--- src/rtl/npu_pkg.sv ---
// Shared NPU datapath types, limits and the conv stage state encoding.
package npu_pkg;

  typedef logic signed [7:0]  pixel_t;
  typedef logic signed [15:0] prod_t;
  typedef logic signed [21:0] acc_t;
  typedef logic signed [23:0] sum_t;

  localparam acc_t ACC_MAX = acc_t'(22'h1FFFFF);
  localparam acc_t ACC_MIN = acc_t'(22'h200000);

  typedef enum logic [1:0] {
    S_IDLE,
    S_PROC,
    S_DRAIN,
    S_DONE
  } conv_state_t;

  function automatic acc_t sat_acc(input sum_t s);
    if (s > sum_t'(ACC_MAX))      return ACC_MAX;
    else if (s < sum_t'(ACC_MIN)) return ACC_MIN;
    else                          return acc_t'(s);
  endfunction

endpackage

--- src/rtl/conv3x3_engine_mac.sv ---
// 3x3 multiply-accumulate: registered products, then bias-added
// saturated sum.
module conv3x3_mac
  import npu_pkg::*;
(
  input  logic   clk,
  input  logic   rst_n,
  input  logic   i_valid,
  input  pixel_t i_win [9],
  input  pixel_t i_wgt [9],
  input  acc_t   i_bias,
  output acc_t   o_result,
  output logic   o_valid
);

  prod_t r_prod [9];
  logic  r_s1_valid;
  acc_t  r_result;
  logic  r_valid;
  sum_t  w_sum;

  always_comb begin
    w_sum = sum_t'(i_bias);
    for (int i = 0; i < 9; i++) begin
      w_sum = w_sum + sum_t'(r_prod[i]);
    end
  end

  always_ff @(posedge clk) begin
    if (!rst_n) begin
      r_s1_valid <= 1'b0;
      r_valid    <= 1'b0;
      r_result   <= '0;
      for (int i = 0; i < 9; i++) begin
        r_prod[i] <= '0;
      end
    end else begin
      r_s1_valid <= i_valid;
      r_valid    <= r_s1_valid;
      for (int i = 0; i < 9; i++) begin
        r_prod[i] <= prod_t'(i_win[i]) * prod_t'(i_wgt[i]);
      end
      // result holds between valid outputs
      if (r_s1_valid) begin
        r_result <= sat_acc(w_sum);
      end
    end
  end

  assign o_result = r_result;
  assign o_valid  = r_valid;

endmodule

--- src/rtl/conv3x3_engine.sv ---
// Streaming 3x3 valid-mode convolution: FSM, counters, line buffers,
// sliding window and weight store around the MAC pipeline.
module conv3x3_engine
  import npu_pkg::*;
#(
  parameter int IN_WIDTH  = 34,
  parameter int IN_HEIGHT = 34
) (
  input  logic        clk,
  input  logic        rst_n,
  input  logic        start_signal,
  input  logic        pixel_valid,
  input  pixel_t      pixel_in,
  input  logic        wgt_we,
  input  logic [3:0]  wgt_addr,
  input  acc_t        wgt_data,
  output acc_t        result_out,
  output logic        result_valid,
  output logic        done_signal,
  output logic        busy
);

  localparam int PIPE_LAT = 2;
  localparam int XW = $clog2(IN_WIDTH);
  localparam int YW = $clog2(IN_HEIGHT + 1);

  conv_state_t     r_state;
  conv_state_t     w_state_nx;
  logic [XW-1:0]   r_cnt_x;
  logic [YW-1:0]   r_cnt_y;
  logic [1:0]      r_drain;
  pixel_t          r_line0 [IN_WIDTH];
  pixel_t          r_line1 [IN_WIDTH];
  pixel_t          r_win [9];
  pixel_t          w_win [9];
  pixel_t          r_wgt [9];
  acc_t            r_bias;

  logic w_accept;
  logic w_x_wrap;
  logic w_last;
  logic w_win_ok;
  logic w_start;

  assign w_accept = (r_state == S_PROC) && pixel_valid;
  assign w_start  = (r_state == S_IDLE) && start_signal;
  assign w_x_wrap = r_cnt_x == XW'(IN_WIDTH - 1);
  assign w_last   = w_x_wrap && (r_cnt_y == YW'(IN_HEIGHT - 1));
  assign w_win_ok = (r_cnt_x >= XW'(2)) && (r_cnt_y >= YW'(2));

  // Window after this shift; the MAC samples it on the accepting edge.
  always_comb begin
    for (int r = 0; r < 3; r++) begin
      w_win[r*3+0] = r_win[r*3+1];
      w_win[r*3+1] = r_win[r*3+2];
    end
    w_win[2] = r_line1[r_cnt_x];
    w_win[5] = r_line0[r_cnt_x];
    w_win[8] = pixel_in;
  end

  always_comb begin
    w_state_nx = r_state;
    unique case (r_state)
      S_IDLE:  if (start_signal) w_state_nx = S_PROC;
      S_PROC:  if (w_accept && w_last) w_state_nx = S_DRAIN;
      S_DRAIN: if (r_drain == 2'(PIPE_LAT - 1)) w_state_nx = S_DONE;
      S_DONE:  w_state_nx = S_IDLE;
      default: w_state_nx = S_IDLE;
    endcase
  end

  always_ff @(posedge clk) begin
    if (!rst_n) begin
      r_state <= S_IDLE;
    end else begin
      r_state <= w_state_nx;
    end
  end

  always_ff @(posedge clk) begin
    if (!rst_n) begin
      r_cnt_x <= '0;
      r_cnt_y <= '0;
      r_drain <= '0;
      r_bias  <= '0;
      for (int i = 0; i < IN_WIDTH; i++) begin
        r_line0[i] <= '0;
        r_line1[i] <= '0;
      end
      for (int i = 0; i < 9; i++) begin
        r_win[i] <= '0;
        r_wgt[i] <= '0;
      end
    end else begin
      if (w_start) begin
        r_cnt_x <= '0;
        r_cnt_y <= '0;
      end else if (w_accept) begin
        if (w_x_wrap) begin
          r_cnt_x <= '0;
          r_cnt_y <= r_cnt_y + YW'(1);
        end else begin
          r_cnt_x <= r_cnt_x + XW'(1);
        end
      end
      r_drain <= (r_state == S_DRAIN) ? r_drain + 2'd1 : 2'd0;
      if (w_accept) begin
        r_line1[r_cnt_x] <= r_line0[r_cnt_x];
        r_line0[r_cnt_x] <= pixel_in;
        r_win            <= w_win;
      end
      if ((r_state == S_IDLE) && wgt_we) begin
        if (wgt_addr < 4'd9) begin
          r_wgt[wgt_addr] <= wgt_data[7:0];
        end else if (wgt_addr == 4'd9) begin
          r_bias <= wgt_data;
        end
      end
    end
  end

  conv3x3_mac u_mac (
    .clk      (clk),
    .rst_n    (rst_n),
    .i_valid  (w_accept && w_win_ok),
    .i_win    (w_win),
    .i_wgt    (r_wgt),
    .i_bias   (r_bias),
    .o_result (result_out),
    .o_valid  (result_valid)
  );

  assign done_signal = (r_state == S_DONE);
  assign busy        = (r_state != S_IDLE);

endmodule
--- config.mk ---
export PLATFORM = sky130hd
export DESIGN_NAME = conv3x3_engine
export DESIGN_NICKNAME = d
export VERILOG_FILES = /design/src/rtl/npu_pkg.sv /design/src/rtl/conv3x3_engine_mac.sv /design/src/rtl/conv3x3_engine.sv
export SDC_FILE = /design/constraint.sdc
export NUM_CORES = 2
export LEC_CHECK = 0
export CAP_MARGIN = 20
export CORE_MARGIN = 2
export CORE_UTILIZATION = 52
export CTS_CLUSTER_SIZE = 20
export DETAILED_ROUTE_END_ITERATION = 6
export DONT_BUFFER_PORTS = 1
export PLACE_DENSITY = 0.67
export SLEW_MARGIN = 20
export SYNTH_ARGS = -nofsm -noshare
export SYNTH_HDL_FRONTEND = slang
export SYNTH_SLANG_ARGS = --single-unit
--- constraint.sdc ---
create_clock -name clk -period 7.25 [get_ports clk]
set_input_delay 0.3625 -clock clk [delete_from_list [all_inputs] [get_ports clk]]
set_output_delay 0.3625 -clock clk [all_outputs]
set_load 0.01 [all_outputs]
==> metrics.md <==
| Metric | Value |
|---|---|
| FILL cells | `approximately 12000` |
| Final WL | `just over 200 mm` |
| Clock tree buffer depth | `3` |
| Largest net degree at the start of global routing | `302` |
| Top-Level Pins | `64` |
| Register area share after synthesis | `a little under half` |
| Worst Hold End | `r_bias[6]` |
| Synth top area cells | `edfxtp_1 39%, fa_1 16%, mux4_2 9.3%` |
| RSZ-0062 raised after global routing | `false` |
| Core Footprint | `about 150000 sq um` |
| Critical Path RT | `about 8.0 ns` |
| Initial antenna violation count | `8` |
| Pre-CTS setup slack | `between 0.4 and 0.5 ns` |
| Net count after synthesis | `7196` |
| Postcts setup bufs | `0` |
| Final setup fails | `0` |
| Number of buffers created by CTS | `between 100 and 150` |
| Wirelength per Cell | `~24 um` |
| Max_cap viols | `0` |
| Hold path depth | `4` |
| Count leader, synth | `edfxtp_1` |
| FF-to-FF path depth | `22` |
| Final ANT Viol Nets | `0` |
| CP max stage delay | `~0.6 ns` |
| Top-area cell type share of the netlist area | `approximately 39%` |
| Max Fclk | `0.1465 GHz` |
| Register bit total from synthesis | `between 1000 and 1500` |
| Setup TNS | `0 ns` |
| Via density | `5.675` |
| Hold_ws | `just under 0.06 ns` |
| P&R area growth vs syn | `9.711%` |
| Max-slew violation count | `0` |
| Worst path buffer plus inverter count | `4` |
| Critical-path top delay cell | `mux4_2` |
| Starting Density | `52.34%` |
| Worst R2R End | `u_mac.r_prod[0][46]` |
| Worst slew pin tran | `~1.2 ns` |
| First-pass GRT wire length | `approximately 310 mm` |
| Core Rows | `between 100 and 150` |
| Slew HR | `between 20% and 30%` |
| EDFF count, synth | `around 1000` |
| Drc violations | `0` |
| Worst Setup End Kind | `flip-flop` |
| Die area | `between 150000 and 200000 sq um` |
| Synth area leader | `edfxtp_1` |
| Hold Path Origin | `wgt_addr[2]` |
| FFs w/ async S/R, synth | `0%` |
| Hold Path Class | `in2reg` |
| Yosys warnings | `0` |
| DIE WIDTH | `395.0 um` |
| Top cells by count, synth | `1024 x edfxtp_1, 834 x inv_1, 652 x fa_1` |
| Final worst slack | `between 0.4 and 0.5 ns` |
| Critical path, cell by cell | `buf_12 -> buf_12 -> mux4_2 -> mux4_2 -> mux4_2 -> and2_1 -> fa_1 -> fa_1 -> inv_1 -> fa_1 -> fa_1 -> inv_1 -> ha_1 -> nor2b_1 -> o21ai_0 -> a21oi_1 -> o21ai_0 -> nand2b_1 -> a21o_1 -> a21o_1 -> a31oi_1 -> mux2i_1` |
| Clk_skew | `between 0.08 and 0.09 ns` |
| Gate Count Post-Synth | `between 6000 and 7000` |
| CTS tree | `yes` |
| Post-DP HPWL | `138.9 mm` |
| Worst vdd ir | `around 250 uV` |
| Die H | `about 400 um` |
| Pwr/cell area | `around 210 nW/um^2` |
| Clk pin slew, worst setup/hold paths | `about 0.070 ns` |
| Final Util | `a little under three fifths` |
| Flop2flop setup slack | `~0.42 ns` |
| Pleak | `approximately 35 nW` |
| Number of distinct library cells after synthesis | `57` |
| Grt ovf | `0` |
| Status | `finished clean` |
| Avg Cell Area, Syn | `12.81 sq um` |
| Vias in the first global route | `roughly 50000` |
| Clock Latency Late Sink | `slightly above 0.8 ns` |
| Vias | `roughly 47000` |
| Root Driver | `clkbuf_16` |
| Initial drt markers | `approximately 4600` |
| Gr usage total | `between 20% and 30%` |
| Period utilization | `94.18%` |
| Final nets | `between 7000 and 8000` |
| Mapped cell area | `~80000 sq um` |
| Drt pass-1 iters | `7` |
| Layout cells sized above 1 | `between 10% and 20%` |
| Most frequent CP cell | `fa_1` |
| H-Tree Depth | `4` |
| GP Congestion | `around 0.91` |
| Min Tclk post-route | `6.828 ns` |
| CTS sink count | `between 1000 and 1500` |
| Final Hold Viols | `0` |
| Critical path class | `reg2reg` |
| Top FF cell, synth | `edfxtp_1` |
| Arrival time worst endpoint | `7.54 ns` |
| Buffers on Ports | `0` |
| Crit-path leading delay family | `adder cells` |
| Startpoint types | `flip-flop` |
| Crit-path max FO | `33` |
area by class of cell:
| type | instances | area, sq um | share of cell area [%] |
|---|---|---|---|
| clock buffer | 185 | 3926 | 4.501 |
| antenna | 2 | 5.005 | 0.005737 |
| sequential | 1356 | 37410 | 42.88 |
| multi-input combinational | 3695 | 37590 | 43.10 |
| tap | 2030 | 2540 | 2.912 |
| timing repair buffer | 153 | 1520 | 1.743 |
| clock inverter | 82 | 1056 | 1.211 |
| inverter | 848 | 3183 | 3.649 |
tightest hold or removal path: stages:
cell	delay [ns]
nor4b_2	0.03
buf_4	0.24
nand2_1	0.10
a21boi_0	0.07
timing repair:
| action | 4_1_cts | 5_1_grt |
|---|---|---|
| hold endpoints to repair | 388 | 0 |
| hold buffers | 49 | 0 |
| endpoints found under the setup margin | 0 | 1 |
| resized for setup | 0 | 2 |
flip-flops by register name, indices dropped and copies added, names as in the netlist, 2 cells and up, named ones only:
| signal | cells |
|---|---|
| r_wgt | 72 |
| r_win | 48 |
| r_drain | 2 |
| r_state | 2 |
| r_cnt_x | 6 |
| r_bias | 22 |
| r_cnt_y | 6 |
| r_line1 | 512 |
| u_mac.o_result | 22 |
| u_mac.r_prod | 144 |
| r_line0 | 512 |
worst max path at each step:
stage          depth (start not counted)  slack (ns)  startpoint                   to
2_1_floorplan                         23        0.71   flip-flop  u_mac.r_prod[0][46]
3_3_place_gp                          25        0.46   flip-flop  u_mac.r_prod[0][94]
3_5_place_dp                          24        0.47   flip-flop  u_mac.r_prod[0][95]
4_1_cts                               25        0.38   flip-flop  u_mac.r_prod[0][94]
5_1_grt                               25        0.06   flip-flop  u_mac.r_prod[0][94]
6_report                              22        0.42   flip-flop  u_mac.r_prod[0][46]
per-stage QoR:
| step | cells | cell area (sq um) | total power, mW |
|---|---|---|---|
| floorplan | 6205 | 79510 | 10.25 |
| global placement | 8033 | 81690 | 10.90 |
| detailed placement | 8033 | 81690 | 10.93 |
| CTS | 8349 | 87220 | 18.63 |
| global route | 8349 | 87230 | 19.12 |
| finish | 8351 | 87230 | 18.55 |
cell families (layout without fill, tap and decap cells):
logic type / count (synthesis) / count (layout) / share of synthesized area [%]
buffers and inverters: 1154 / 1268 / 5.755
AO/OA/AOI/OAI: 340 / 340 / 2.726
adder cells (fa/ha/maj): 952 / 952 / 21.14
AND/OR/NAND/NOR: 1818 / 1818 / 11.05
other: 0 / 2 / 0
multiplexers: 426 / 426 / 10.55
XOR/XNOR: 159 / 159 / 1.751
flip-flops: 1356 / 1356 / 47.03
per-layer routing:
layer,track usage [%],vias up,routed length (um)
met3,5.606,401,16730
met4,10.77,6,9377
met2,42.43,1949,96290
li1,-,20720,-
met5,0,-,74
met1,34.87,24320,79350
layout by cell type, fill, tap and decap left out, drive strengths merged, types with 10 or more instances in the layout:
| cell type | netlist | layout |
|---|---|---|
| xor2 | 54 | 54 |
| and3 | 100 | 100 |
| nand3 | 26 | 26 |
| inv | 848 | 855 |
| dlygate4sd3 | 0 | 44 |
| nor2 | 556 | 556 |
| dfxtp | 332 | 332 |
| a21oi | 77 | 77 |
| nor2b | 103 | 103 |
| fa | 652 | 652 |
| and2 | 397 | 397 |
| ha | 300 | 300 |
| o21ai | 90 | 90 |
| mux4 | 329 | 329 |
| a21boi | 59 | 59 |
| buf | 84 | 109 |
| mux2i | 90 | 90 |
| nand2b | 80 | 80 |
| xnor2 | 105 | 105 |
| a31oi | 10 | 10 |
| nand2 | 484 | 484 |
| clkinv | 0 | 57 |
| a21o | 60 | 60 |
| bufinv | 0 | 14 |
| nor3 | 22 | 22 |
| clkbuf | 222 | 185 |
| edfxtp | 1024 | 1024 |
| nor3b | 19 | 19 |
where the power goes:
| group | total [mW] | internal (mW) | switching [mW] |
|---|---|---|---|
| sequential | 8.72 | 8.55 | 0.164 |
| combinational | 2.15 | 0.850 | 1.30 |
| clock | 7.68 | 4.41 | 3.27 |
Power figures use the tool's default switching activity.
